<file path="src/rtl/cache_ctrl_if.sv">
// Core and memory handshake bundle for the two-way write-through cache.
// slave is the controller's view; master is the requester/memory side.
interface cache_ctrl_if #(
  parameter int ADDR_W = 8,
  parameter int DATA_W = 32
);
  logic              req_valid;
  logic              req_ready;
  logic              req_write;
  logic [ADDR_W-1:0] req_addr;
  logic [DATA_W-1:0] req_wdata;
  logic              resp_valid;
  logic              resp_hit;
  logic [DATA_W-1:0] resp_rdata;
  logic              mem_req_valid;
  logic              mem_req_ready;
  logic              mem_req_write;
  logic [ADDR_W-1:0] mem_req_addr;
  logic [DATA_W-1:0] mem_req_wdata;
  logic              mem_resp_valid;
  logic [DATA_W-1:0] mem_resp_rdata;

  modport slave (
    input  req_valid, req_write, req_addr, req_wdata,
    output req_ready, resp_valid, resp_hit, resp_rdata,
    output mem_req_valid, mem_req_write,
    output mem_req_addr, mem_req_wdata,
    input  mem_req_ready, mem_resp_valid, mem_resp_rdata
  );

  modport master (
    output req_valid, req_write, req_addr, req_wdata,
    input  req_ready, resp_valid, resp_hit, resp_rdata,
    input  mem_req_valid, mem_req_write,
    input  mem_req_addr, mem_req_wdata,
    output mem_req_ready, mem_resp_valid, mem_resp_rdata
  );
endinterface

</file>
<file path="src/rtl/cache_ctrl.sv">
// Two-entry fully-associative write-through cache controller
// with saturating hit/miss statistics.
module cache_ctrl #(
  parameter int ADDR_W = 8,
  parameter int DATA_W = 32,
  parameter int STAT_W = 16
) (
  input  logic              clock,
  input  logic              reset_n,
  cache_ctrl_if.slave       bus,
  output logic [STAT_W-1:0] hit_count,
  output logic [STAT_W-1:0] miss_count
);

  typedef enum logic [2:0] {
    IDLE, LOOKUP, MEM_RD, WAIT_RD, MEM_WR
  } state_t;

  state_t state, state_nx;

  logic              wr_q;
  logic              hit_q;
  logic [ADDR_W-1:0] addr_q;
  logic [DATA_W-1:0] wdata_q;

  logic [1:0]        vld;
  logic              lru;
  logic [ADDR_W-1:0] tag  [2];
  logic [DATA_W-1:0] data [2];

  logic              rsp_vld_q;
  logic              rsp_hit_q;
  logic [DATA_W-1:0] rsp_data_q;

  logic [1:0] hit;
  logic       hit_any;
  logic       hit_way;
  logic       victim;
  logic       fill;

  assign hit[0]  = vld[0] && (tag[0] == addr_q);
  assign hit[1]  = vld[1] && (tag[1] == addr_q);
  assign hit_any = |hit;
  assign hit_way = hit[1];

  // Free ways are used before evicting the LRU way.
  assign victim = !vld[0] ? 1'b0 :
                  !vld[1] ? 1'b1 : lru;

  assign fill = (state == WAIT_RD) &&
                bus.mem_resp_valid;

  always_ff @(posedge clock or negedge reset_n) begin
    if (!reset_n) state <= IDLE;
    else          state <= state_nx;
  end

  always_comb begin
    state_nx          = state;
    bus.req_ready     = 1'b0;
    bus.mem_req_valid = 1'b0;
    bus.mem_req_write = 1'b0;
    bus.mem_req_addr  = '0;
    bus.mem_req_wdata = '0;
    unique case (state)
      IDLE: begin
        bus.req_ready = 1'b1;
        if (bus.req_valid) state_nx = LOOKUP;
      end
      LOOKUP: begin
        if (wr_q)         state_nx = MEM_WR;
        else if (hit_any) state_nx = IDLE;
        else              state_nx = MEM_RD;
      end
      MEM_RD: begin
        bus.mem_req_valid = 1'b1;
        bus.mem_req_addr  = addr_q;
        if (bus.mem_req_ready) state_nx = WAIT_RD;
      end
      WAIT_RD: begin
        if (bus.mem_resp_valid) state_nx = IDLE;
      end
      MEM_WR: begin
        bus.mem_req_valid = 1'b1;
        bus.mem_req_write = 1'b1;
        bus.mem_req_addr  = addr_q;
        bus.mem_req_wdata = wdata_q;
        if (bus.mem_req_ready) state_nx = IDLE;
      end
      default: state_nx = IDLE;
    endcase
  end

  always_ff @(posedge clock or negedge reset_n) begin
    if (!reset_n) begin
      wr_q       <= 1'b0;
      hit_q      <= 1'b0;
      addr_q     <= '0;
      wdata_q    <= '0;
      vld        <= '0;
      lru        <= 1'b0;
      rsp_vld_q  <= 1'b0;
      rsp_hit_q  <= 1'b0;
      rsp_data_q <= '0;
      hit_count  <= '0;
      miss_count <= '0;
    end else begin
      rsp_vld_q  <= 1'b0;
      rsp_hit_q  <= 1'b0;
      rsp_data_q <= '0;
      unique case (state)
        IDLE: begin
          if (bus.req_valid) begin
            wr_q    <= bus.req_write;
            addr_q  <= bus.req_addr;
            wdata_q <= bus.req_wdata;
          end
        end
        LOOKUP: begin
          hit_q <= hit_any;
          if (hit_any) begin
            lru <= ~hit_way;
            if (hit_count != '1)
              hit_count <= hit_count + STAT_W'(1);
          end else if (miss_count != '1) begin
            miss_count <= miss_count + STAT_W'(1);
          end
          if (!wr_q && hit_any) begin
            rsp_vld_q  <= 1'b1;
            rsp_hit_q  <= 1'b1;
            rsp_data_q <= data[hit_way];
          end
        end
        WAIT_RD: begin
          if (fill) begin
            vld[victim] <= 1'b1;
            lru         <= ~victim;
            rsp_vld_q   <= 1'b1;
            rsp_data_q  <= bus.mem_resp_rdata;
          end
        end
        MEM_WR: begin
          if (bus.mem_req_ready) begin
            rsp_vld_q <= 1'b1;
            rsp_hit_q <= hit_q;
          end
        end
        default: ;
      endcase
    end
  end

  // Tag/data arrays carry no reset; valid bits qualify them.
  always_ff @(posedge clock) begin
    if (state == LOOKUP && wr_q && hit_any)
      data[hit_way] <= wdata_q;
    if (fill) begin
      tag[victim]  <= addr_q;
      data[victim] <= bus.mem_resp_rdata;
    end
  end

  assign bus.resp_valid = rsp_vld_q;
  assign bus.resp_hit   = rsp_hit_q;
  assign bus.resp_rdata = rsp_data_q;

endmodule

</file>
<file path="src/flat_wrapper.sv">
// flat-port wrapper written by rule: the top's interface ports become plain ports
module cache_ctrl_flat 
#(
  parameter int ADDR_W = 8,
  parameter int DATA_W = 32,
  parameter int STAT_W = 16
)
  (clock, reset_n, hit_count, miss_count, bus_req_valid, bus_req_write, bus_req_addr, bus_req_wdata, bus_req_ready, bus_resp_valid, bus_resp_hit, bus_resp_rdata, bus_mem_req_valid, bus_mem_req_write, bus_mem_req_addr, bus_mem_req_wdata, bus_mem_req_ready, bus_mem_resp_valid, bus_mem_resp_rdata);
  cache_ctrl_if #(.ADDR_W(ADDR_W), .DATA_W(DATA_W)) bus_i ();
  input  logic clock;
  input  logic reset_n;
  output logic [STAT_W-1:0] hit_count;
  output logic [STAT_W-1:0] miss_count;
  input wire logic [$bits(bus_i.req_valid)-1:0] bus_req_valid;
  input wire logic [$bits(bus_i.req_write)-1:0] bus_req_write;
  input wire logic [$bits(bus_i.req_addr)-1:0] bus_req_addr;
  input wire logic [$bits(bus_i.req_wdata)-1:0] bus_req_wdata;
  output wire logic [$bits(bus_i.req_ready)-1:0] bus_req_ready;
  output wire logic [$bits(bus_i.resp_valid)-1:0] bus_resp_valid;
  output wire logic [$bits(bus_i.resp_hit)-1:0] bus_resp_hit;
  output wire logic [$bits(bus_i.resp_rdata)-1:0] bus_resp_rdata;
  output wire logic [$bits(bus_i.mem_req_valid)-1:0] bus_mem_req_valid;
  output wire logic [$bits(bus_i.mem_req_write)-1:0] bus_mem_req_write;
  output wire logic [$bits(bus_i.mem_req_addr)-1:0] bus_mem_req_addr;
  output wire logic [$bits(bus_i.mem_req_wdata)-1:0] bus_mem_req_wdata;
  input wire logic [$bits(bus_i.mem_req_ready)-1:0] bus_mem_req_ready;
  input wire logic [$bits(bus_i.mem_resp_valid)-1:0] bus_mem_resp_valid;
  input wire logic [$bits(bus_i.mem_resp_rdata)-1:0] bus_mem_resp_rdata;
  assign bus_i.req_valid = bus_req_valid;
  assign bus_i.req_write = bus_req_write;
  assign bus_i.req_addr = bus_req_addr;
  assign bus_i.req_wdata = bus_req_wdata;
  assign bus_req_ready = bus_i.req_ready;
  assign bus_resp_valid = bus_i.resp_valid;
  assign bus_resp_hit = bus_i.resp_hit;
  assign bus_resp_rdata = bus_i.resp_rdata;
  assign bus_mem_req_valid = bus_i.mem_req_valid;
  assign bus_mem_req_write = bus_i.mem_req_write;
  assign bus_mem_req_addr = bus_i.mem_req_addr;
  assign bus_mem_req_wdata = bus_i.mem_req_wdata;
  assign bus_i.mem_req_ready = bus_mem_req_ready;
  assign bus_i.mem_resp_valid = bus_mem_resp_valid;
  assign bus_i.mem_resp_rdata = bus_mem_resp_rdata;
  cache_ctrl #(.ADDR_W(ADDR_W), .DATA_W(DATA_W), .STAT_W(STAT_W)) u_core (.clock(clock), .reset_n(reset_n), .bus(bus_i), .hit_count(hit_count), .miss_count(miss_count));
endmodule
</file>
<file path="config.mk">
export PLATFORM = sky130hd
export DESIGN_NAME = cache_ctrl_flat
export DESIGN_NICKNAME = d
export VERILOG_FILES = /design/src/rtl/cache_ctrl_if.sv /design/src/rtl/cache_ctrl.sv /design/src/flat_wrapper.sv
export SDC_FILE = /design/constraint.sdc
export NUM_CORES = 1
export LEC_CHECK = 0
export CORE_UTILIZATION = 54
export DETAILED_ROUTE_END_ITERATION = 10
export PLACE_DENSITY = 0.85
export SLEW_MARGIN = 5
export SYNTH_ARGS = -nofsm -noshare
export SYNTH_HDL_FRONTEND = slang
export SYNTH_SLANG_ARGS = --single-unit
</file>
<file path="constraint.sdc">
create_clock -name clock -period 5.8 [get_ports clock]
set_input_delay 1.45 -clock clock [delete_from_list [all_inputs] [get_ports clock]]
set_output_delay 1.45 -clock clock [all_outputs]
set_load 0.01 [all_outputs]
</file>
Word level (Yosys, flattened, before mapping)
Memories as Yosys holds them, arrays and structs flattened.
Index checks and enable logic that the tools add are counted.
- add/subtract/negate cells: 2
- multipliers: 0
- divide/modulo/power cells: 0
- $lt $le $gt $ge: 2
- equality and inequality tests: 14
- shift operators: 0
- mux-type cells: 34
- bitwise logic cells: 4
- reduce and logical (&&, ||, !) cells: 19
- operator list (kind ; count):
    $mux W32 ; 4
    $pmux W32 S2 ; 1
    $add A16 B1 Y16 const B ; 2
    $ne A16 B16 Y1 const B ; 2
    $reduce_or A32 Y1 ; 1
    $mux W1 ; 17
    $eq A8 B8 Y1 ; 2
    $mux W3 ; 5
    $pmux W3 S5 ; 1
    $reduce_and A3 Y1 ; 3
    $mux W8 ; 1
    $ne A2 B2 Y1 const B ; 4
    $logic_and A1 B1 Y1 ; 7
    $eq A3 B2 Y1 const B ; 2
    $ne A2 B1 Y1 const B ; 2
    $pmux W1 S2 ; 2
    $reduce_and A2 Y1 ; 2
    $reduce_and A4 Y1 ; 1
    $reduce_or A2 Y1 ; 2
    $eq A3 B1 Y1 const B ; 1
    $eq A3 B3 Y1 const B ; 1
    $logic_not A3 Y1 ; 1
    $not A1 Y1 ; 3
    $pmux W1 S3 ; 1
    other kinds (7) ; 7
- register bits: 114
- bits in latches: 0
- bits in writable memories: 80
- memory bits (read-only): 0
- word-level logic and storage cells: 89
- memories kept: 2
- memories (name ; words ; width ; rd ports ; clocked after Yosys merged registers in ; wr ports ; RTL line ; source):
    u_core.data ; 2 ; 32 ; 1 ; 0 ; 1 ; cache_ctrl.sv:29 ; logic [DATA_W-1:0] data [2];
    u_core.tag ; 2 ; 8 ; 2 ; 0 ; 1 ; cache_ctrl.sv:28 ; logic [ADDR_W-1:0] tag [2];

Logic depth before layout (Yosys ltp)
An unclocked memory read counts as a cell.
- depth after elaboration: 8
- gate-level depth with buffers: 7
- mapped depth without buffers: 6

Least setup slack after synthesis
Ideal clock, no wire load.
- path type: input -> register
- start point: in bus_mem_resp_valid
- end point: mem u_core.data[1][0] (enable)
- library setup time: 0.433 ns
- arrival time: 3.355 ns
- data required time: 5.367 ns
- slack: 2.012 ns
- stages: 2
- buffers on the path: 0
- cell sequence: nand4b_1 > o22ai_1
- cells in the longest elaborated chain, start to end: 5
- elaborated cells on any way between the ends: 6
- those cells by class: mux: 4; reduce/logical: 2
- ends and longest elaborated chain (element ; RTL line ; source):
    start, declared ; flat_wrapper.sv:27 ; input wire logic [$bits(bus_i.mem_resp_valid)-1:0] bus_mem_resp_valid;
    $logic_and A1 B1 Y1 * ; cache_ctrl.sv:50 ; assign fill = (state == WAIT_RD) &&
    $mux W1 * ; cache_ctrl.sv:157 ; if (fill) begin
    $mux W1 (implied by the code) * ; cache_ctrl.sv:159 ; data[victim] <= bus.mem_resp_rdata;
    $reduce_or A32 Y1 (no line) ; -- ;
    $mux W1 (no line) ; -- ;
    end, declared ; cache_ctrl.sv:29 ;
Mark *: on every way between the ends. The rest lies on a longest branch, timed or not.

Worst setup path in the final report
- start point: reg u_core.state[1]
- end point: out bus_mem_req_wdata[27]
- cells in the longest elaborated chain, start to end: 2
- ends and longest elaborated chain (element ; RTL line ; source):
    start, declared ; cache_ctrl.sv:19 ; state_t state, state_nx;
    start signal, assigned ; cache_ctrl.sv:55 ; else state <= state_nx;
    $eq A3 B3 Y1 ; cache_ctrl.sv:65 ; unique case (state)
    $mux W32 ; cache_ctrl.sv:65 ;
    end, declared ; flat_wrapper.sv:25 ; output wire logic [$bits(bus_i.mem_req_wdata)-1:0] bus_mem_req_wdata;
Every way passes these cells.

==> qor.yml <==
yosysUniqueCellTypes: 47
cts_resized: 0
post_cts_buffers: 0
report.final.setup_viol: 0
die_w_um: 125.8
async_flop_share_pct: 58.76
stdcell_area_um2: 10920
clkLatencyLatePin_ns: 0.43
maxSlewHeadroom_pct: 26.57
tritoncts: "built"
clkPwrFrac_pct: 27.3
cts_sinks: 194
wl_per_cell_um: 19.24
required_ns: 4.35
comb_power_share_pct: 27.3
drtAntennaViolNets: 0
fin_hold_ws_ns: 0.4971
synth_top_cell_by_area: "dfrtp_1"
ctsHoldBuffers: 0
dpl.hpwl_mm: 13.04
track_usage_pct: 26.48
postPlaceCellArea_um2: 10310
rrSetupSlack_ns: 2.60
synth_area_leaders: "dfrtp_1, edfxtp_1, mux2_2"
end_kind: "primary output"
clk_pin_slew_ns: 0.06
syn_inst: 662
initial_utilization_pct: 56.06
clock.fmax_ghz: 0.2639
drv_slew: 0
num-fill-cells: 940
final_util_pct: 74.01
finalNetCount: 919
synth_edf_count: 80
path_class: "flip-flop to primary output"
place_inst: 1004
rsz0062_at_grt: "no"
layout-area-overhead-vs-synth_pct: 32.01
syn_area_per_cell_um2: 12.49
synth_top_area_share_pct: 34.49
grt_first_pass_wirelength_mm: 32.06
ios: 187
pre_cts_ws_ns: 2.152
final.setup.tns_ns: 0
cp_max_fo: 34
cts-root-buf: "clkbuf_16"
fp.coreArea_um2: 14750
internal_power_mw: 3.110
fp-row-count: 44
cts_max_level: 4
vias: 5914
gp_congestion: 0.8844
min_period_over_period_pct: 65.34
fin_crit_ns: 3.790
power.share.sequential_pct: 45.4
die_h_um: 125.8
drt_iter0_markers: 365
p_switching_mw: 1.324
status: "finished, final reports clean"
critPathArrivalTime_ns: 2.34
grt_pass1_vias: 6068
tightest_slew_ns: 1.101
antenna_cells: 0
synth_area_um2: 8272
min_path_type: "flip-flop to flip-flop"
antenna_found_initial: 0
drv_cap: 0
pwr_density_cell_nw_per_um2: 406.1
swShare_pct: 29.87
start_kind: "flip-flop"
synthFlopType: "dfrtp_1"
holdPathStages: 1
grt_max_degree: 59
p_leak_nw: 4.307
drtPass1Iterations: 5
drive_above_1_share_pct: 10.33
reg2reg_depth: 6
viasPerCell: 5.708
peakVddDrop_v: 0.0002446
hold_violations: 0
power_mw: 4.434
cts_buffers: 17
ys_warn_count: 0
place.port_buffers: 186
yosys_register_bits: 194
die_area_um2: 15820
ctsLongestPathBuffers: 2
setup_ws_ns: 2.010
stdcell_count: 1036
synth_nets: 742
ys_seq_area_share_pct: 63.53
finalWirelength_mm: 19.93
drcViolationCount: 0
finalClockSkew_ns: 0.007560
grt-ovfl-total: 0
cells in the final DEF, fill, tap and decap left out, drive strengths merged, types with 9 or more instances in the layout:
| cell | count |
|---|---|
| dfrtp | 114 |
| clkdlybuf4s50 | 185 |
| nand2 | 114 |
| mux2 | 45 |
| o21ai | 49 |
| mux2i | 33 |
| nor3 | 13 |
| clkbuf | 20 |
| nor4 | 9 |
| xnor2 | 30 |
| and2 | 44 |
| edfxtp | 80 |
| xor2 | 15 |
| nand3 | 16 |
| nor2 | 9 |
cells by family (layout without fill, tap and decap cells):
kind of cell	Yosys count	after routing	synth area share [%]
buffers and inverters	38	228	1.860
and+or+nand+nor	230	230	13.93
AOI/OAI and AO/OA	75	75	5.491
adders and majority gates	2	2	0.3025
xor gates and xnor gates	45	45	4.765
DFF	194	194	63.53
muxes	78	78	10.12
power by group through the flow:
| stage | combinational [mW] | sequential, mW | clock (mW) |
|---|---|---|---|
| final | 1.21 | 2.01 | 1.21 |
| after global routing | 1.32 | 2.04 | 1.28 |
| after CTS | 1.22 | 2.01 | 1.23 |
| after detailed placement | 1.20 | 2.03 | 0 |
| after global placement | 1.15 | 2.01 | 0 |
| after floorplan | 0.731 | 1.94 | 0 |
cell usage after synthesis (all sizes together) (3+ instances only):
cell type,instances
mux2,45
inv,3
a211oi,3
a21oi,4
a2111oi,3
and2,44
xnor2,30
buf,8
o21ai,49
nand3,16
xor2,15
and3,3
nor2,9
nand2,114
clkbuf,27
mux2i,33
edfxtp,80
nor3b,3
o2111ai,5
nand4,6
nor4,9
nor3,13
nor4b,5
o211ai,4
dfrtp,114
registers in the layout, indices dropped and copies added (netlist names), 2 cells and up:
signal / cells
u_core.state: 3
u_core.bus.resp_rdata: 32
u_core.addr_q: 8
u_core.tag: 16
u_core.vld: 2
u_core.data: 64
u_core.wdata_q: 32
u_core.miss_count: 16
u_core.hit_count: 16
layout make-up:
class | instances | area (µm²) | share of cell area, %
inverters | 3 | 11.26 | 0.1031
flip-flops and latches | 194 | 5255 | 48.13
clock inverters | 12 | 162.7 | 1.490
multi-input cells | 430 | 2902 | 26.57
repair buffers | 193 | 1912 | 17.51
clock buffers | 20 | 446.7 | 4.091
well taps | 184 | 230.2 | 2.108
path summary, 6_finish.rpt:
kind / from / to
max in group asynchronous: reset_n / u_core.state[1]
setup / recovery: u_core.state[1] / bus_mem_req_wdata[27]
min in group asynchronous: reset_n / u_core.hit_count[3]
setup reg to reg: u_core.addr_q[5] / u_core.data[1][1]
hold reg to reg: u_core.miss_count[9] / u_core.miss_count[9]
hold / removal: u_core.miss_count[9] / u_core.miss_count[9]
metal layers:
| layer | track usage [%] | share of wire, % | vias to the layer above |
|---|---|---|---|
| li1 | - | - | 2704 |
| met1 | 33.27 | 40 | 2871 |
| met2 | 42.94 | 49 | 288 |
| met3 | 8.071 | 8.1 | 51 |
| met4 | 11.06 | 2.7 | 0 |
| met5 | 0 | 0 | - |
worst max-delay path, cell delays in order, from the launching register on:
cell	delay, ns
dfrtp_1	0.53
nor3b_2	0.26
buf_4	0.36
and2_1	0.21
clkdlybuf4s50_1	0.54
(Power assumes the default switching activity.)
